<file path="config.mk">
export PLATFORM = sky130hd
export DESIGN_NAME = pwm_output_stage
export DESIGN_NICKNAME = d
export VERILOG_FILES = /design/src/rtl/pwm_output_stage.sv
export SDC_FILE = /design/constraint.sdc
export NUM_CORES = 1
export LEC_CHECK = 0
export ABC_CLOCK_PERIOD_IN_PS = 1700
export CORE_MARGIN = 2
export CORE_UTILIZATION = 41
export DETAILED_ROUTE_END_ITERATION = 16
export PLACE_DENSITY = 0.75
export SKIP_CTS_REPAIR_TIMING = 1
export SLEW_MARGIN = 20
export SYNTH_ARGS = -nofsm -noshare
export SYNTH_HDL_FRONTEND = slang
export SYNTH_SLANG_ARGS = --single-unit
</file>
<file path="constraint.sdc">
create_clock -name clk -period 1.7 [get_ports clk]
set_input_delay 0.34 -clock clk [delete_from_list [all_inputs] [get_ports clk]]
set_output_delay 0.34 -clock clk [all_outputs]
set_load 0.005 [all_outputs]
</file>
<file path="src/rtl/pwm_output_stage.sv">
// 16-pin output stage: each pin is off, statically on, or driven by a shared
// PWM waveform whose duty is latched once per period from pwm_duty_cycle.
module pwm_output_stage #(
  parameter int unsigned PRESCALE = 13
) (
  input  logic       clk,
  input  logic       rst_n,
  input  logic [7:0] en_reg_out_7_0,
  input  logic [7:0] en_reg_out_15_8,
  input  logic [7:0] en_reg_pwm_7_0,
  input  logic [7:0] en_reg_pwm_15_8,
  input  logic [7:0] pwm_duty_cycle,
  output logic [7:0] out_7_0,
  output logic [7:0] out_15_8,
  output logic       period_start
);

  localparam logic [7:0] PRESC_LAST = 8'(PRESCALE - 1);

  logic [7:0]  presc_reg;
  logic [7:0]  presc_next;
  logic [7:0]  cnt_reg;
  logic [7:0]  cnt_next;
  logic [7:0]  shadow_reg;
  logic [7:0]  shadow_next;
  logic [15:0] out_reg;
  logic [15:0] out_next;
  logic        period_start_reg;
  logic        period_start_next;

  logic        tick;
  logic        wrap;
  logic        pwm_level;
  logic [15:0] en_out;
  logic [15:0] en_pwm;

  assign en_out = {en_reg_out_15_8, en_reg_out_7_0};
  assign en_pwm = {en_reg_pwm_15_8, en_reg_pwm_7_0};

  // With PRESCALE = 1 the prescaler never leaves 0 and every clk is a tick.
  assign tick = (presc_reg == PRESC_LAST);
  assign wrap = tick && (cnt_reg == 8'hFF);

  // 0xFF is special-cased so full duty stays high through the counter wrap.
  assign pwm_level = (shadow_reg == 8'hFF) || (cnt_reg < shadow_reg);

  always_comb begin
    presc_next        = tick ? 8'd0 : presc_reg + 8'd1;
    cnt_next          = tick ? cnt_reg + 8'd1 : cnt_reg;
    shadow_next       = wrap ? pwm_duty_cycle : shadow_reg;
    period_start_next = wrap;
  end

  generate
    for (genvar gi = 0; gi < 16; gi++) begin : g_pin
      assign out_next[gi] = en_out[gi] & (en_pwm[gi] ? pwm_level : 1'b1);
    end
  endgenerate

  always_ff @(posedge clk or negedge rst_n) begin
    if (!rst_n) begin
      presc_reg        <= 8'd0;
      cnt_reg          <= 8'd0;
      shadow_reg       <= 8'd0;
      out_reg          <= 16'd0;
      period_start_reg <= 1'b0;
    end else begin
      presc_reg        <= presc_next;
      cnt_reg          <= cnt_next;
      shadow_reg       <= shadow_next;
      out_reg          <= out_next;
      period_start_reg <= period_start_next;
    end
  end

  assign out_7_0      = out_reg[7:0];
  assign out_15_8     = out_reg[15:8];
  assign period_start = period_start_reg;

endmodule

</file>
==> metrics.md <==
| Metric | Value |
|---|---|
| CP max FO | 8 |
| YS warnings | 0 |
| DRT iter0 DRCs | 80 |
| Largest net degree at the start of global routing | 25 |
| Worst Tran Pin Value | 0.454 ns |
| Gr ovfl total | 0 |
| I/O Buffers | 58 |
| Final Max Tran Viols | 0 |
| CP Class | flop to flop |
| CTS root buffer | clkbuf_8 |
| Library cell with the largest summed area after synthesis | dfrtp_1 |
| Sw Pwr | 0.000391 W |
| Clk pin slew, worst setup/hold paths | 0.08 ns |
| Layout area overhead | 62.6% |
| Comb power frac | 10.3% |
| Clk sinks | 41 |
| Wire length per cell | 15.4 um |
| Crit start category | flop |
| Leakage | between 1 and 1.5 nW |
| Mapped cell area | 1810 um^2 |
| Relative slew slack | 69.7% |
| Worst setup margin | -0.0850 ns |
| EDFF count, synth | 0 |
| Sequential share of the synthesized area | 56.8% |
| RSZ-0062 raised after global routing | yes |
| Max reg flops | 16 |
| Drt drc | 0 |
| Flop-to-flop setup slack | -0.08 ns |
| Rows | 24 |
| Die area | 4950 um^2 |
| Vias | 1400 |
| HP Class | input pin to async pin |
| Gr usage total | around 18% |
| Nets | between 200 and 300 |
| Fin crit period | 1.78 ns |
| I/O pin cnt | 59 |
| Peak supply drop | 0.435 mV |
| Top cell type's share of synthesized area | 56.8% |
| Clock Skew | about 0.0097 ns |
| Pint | 0.00141 W |
| Violated checks | negative hold slack, negative setup slack |
| Final Hold Vio Count | 17 |
| Top_reg_cell synth | dfrtp_1 |
| Most frequent cell after synthesis | dfrtp_1 |
| Switching Share | 21.7% |
| ANT nets after route | 0 |
| Synth Area per Inst | 12.7 um^2 |
| Initial antenna violation count | 0 |
| Die Wd | slightly above 70 um |
| Setup TNS | -0.766 ns |
| Die height | 70.4 um |
| Post-Route WL | 4.39 mm |
| Synth unique cells | 28 |
| CP required | 1.88 ns |
| Final setup viols | 16 |
| Clock network power share | 34.2% |
| Synth top area cells | dfrtp_1, ha_1, a21boi_0, mux2_2, xnor2_1 |
| Fmax | 560 MHz |
| Layout cell share with drive strength beyond 1 | 32.8% |
| Fin Hold WS | -0.0181 ns |
| Synth Register Bits | 41 |
| Async set or reset register ratio after synthesis | between 90% and 100% |
| Core area | 4290 um^2 |
| MaxCap Viol Count | 0 |
| Dpl hpwl | 3.28 mm |
| Clk Latency, worst-skew pair | 0.29 ns |
| Commonest cells post-synth | dfrtp_1, a21boi_0, ha_1 |
| ANT cells | 0 |
| Post-route total power | 0.00180 W |
| Flop pwr share | a little under three fifths |
| PwrDens | 614 nW/um^2 |
| Outcome | finished, violations left |
| WP data arrival | 1.96 ns |
| DR pass1 iterations | 4 |
| Crit path capture type | flop |
| Routability cong. | 0.747 |
| Num CTS Buffers | 5 |
| CTS tree | built |
| Period utilization | 105% |
| Clock Path Buffers | 2 |
| Syn_nets | 194 |
| First-pass GRT wire length | 6.83 mm |
| Starting Density | 42.0% |
| Vias in the first global route | 1456 |
| Cells after synthesis | 142 |
| Htree depth | 2 |
| Via-per-instance ratio | 4.93 |
[per-layer routing]
layer	GRT usage [%]	routed length, um	up-vias
li1	-	-	676
met1	20.6	1770	677
met2	31.6	2380	39
met3	5.05	161	8
met4	6.41	75	0
met5	0	0	-
[cell usage in the layout, fill, tap and decap left out, types with 2 or more instances in the layout]
master	count
clkdlybuf4s50_1	57
dfrtp_1	41
buf_4	20
a21boi_2	16
nor2_1	8
mux2_2	8
xnor2_1	7
nand2_1	7
inv_1	6
nand4_1	6
xor2_1	6
ha_1	6
clkbuf_8	5
ha_4	4
inv_2	3
nand3_1	3
nor3_1	3
buf_12	3
nor3_4	2
clkinv_2	2
buf_6	2
[worst max-delay path, stage by stage, from the launching register on]
cell	delay, ns
dfrtp_1	0.41
ha_4	0.27
and4_1	0.21
o21ai_2	0.08
o32ai_4	0.39
clkbuf_16	0.24
a21boi_2	0.06
[logic make-up after synthesis]
group	Yosys count	synth area share [%]
XOR/XNOR	13	6.31
AO/OA/AOI/OAI	23	10.3
buffers and inverters	11	2.29
AND/OR/NAND/NOR	36	12.3
adder cells (fa/ha/maj)	10	6.93
multiplexers	8	4.99
flip-flops	41	56.8
[power by group through the flow]
stage	registers, W	clock network, W	logic (W)
floorplan	0.00102	0	0.0000124
global placement	0.00102	0	0.000169
detailed placement	0.00102	0	0.000172
CTS	0.00100	0.000636	0.000173
global route	0.00100	0.000678	0.000200
finish	0.00100	0.000617	0.000186
[final timing paths]
path                                end       start  depth (start not counted)
max                          out_reg[8]  cnt_reg[5]                          6
min in group clk             cnt_reg[0]  cnt_reg[0]                          1
max in group asynchronous  presc_reg[2]       rst_n                          2
min                          cnt_reg[6]       rst_n                          1
min reg2reg                  cnt_reg[0]  cnt_reg[0]                          1
max reg2reg                  out_reg[8]  cnt_reg[5]                          6
[layout make-up]
| class | count | area, um^2 |
|---|---|---|
| clock inverters | 3 | 17.5 |
| inverters | 9 | 33.8 |
| flip-flops and latches | 41 | 1030 |
| well taps | 52 | 65.1 |
| clock buffers | 5 | 68.8 |
| fillers | 291 | 1360 |
| repair buffers | 84 | 833 |
| multi-input cells | 90 | 892 |
[metrics by stage]
| step | std cells | setup slack, ns | utilization, % | cell area (um^2) |
|---|---|---|---|---|
| 2_1_floorplan | 142 | 0.00747 | - | 1820 |
| 3_5_place_dp | 273 | -0.409 | 61.7 | 2650 |
| 6_report | 284 | -0.0850 | 68.4 | 2940 |
| 5_1_grt | 284 | -0.127 | 68.4 | 2940 |
| 4_1_cts | 281 | -0.436 | 63.7 | 2740 |
| 3_3_place_gp | 273 | -0.251 | 61.7 | 2650 |
No activity file was read; power rests on OpenSTA's default activity.
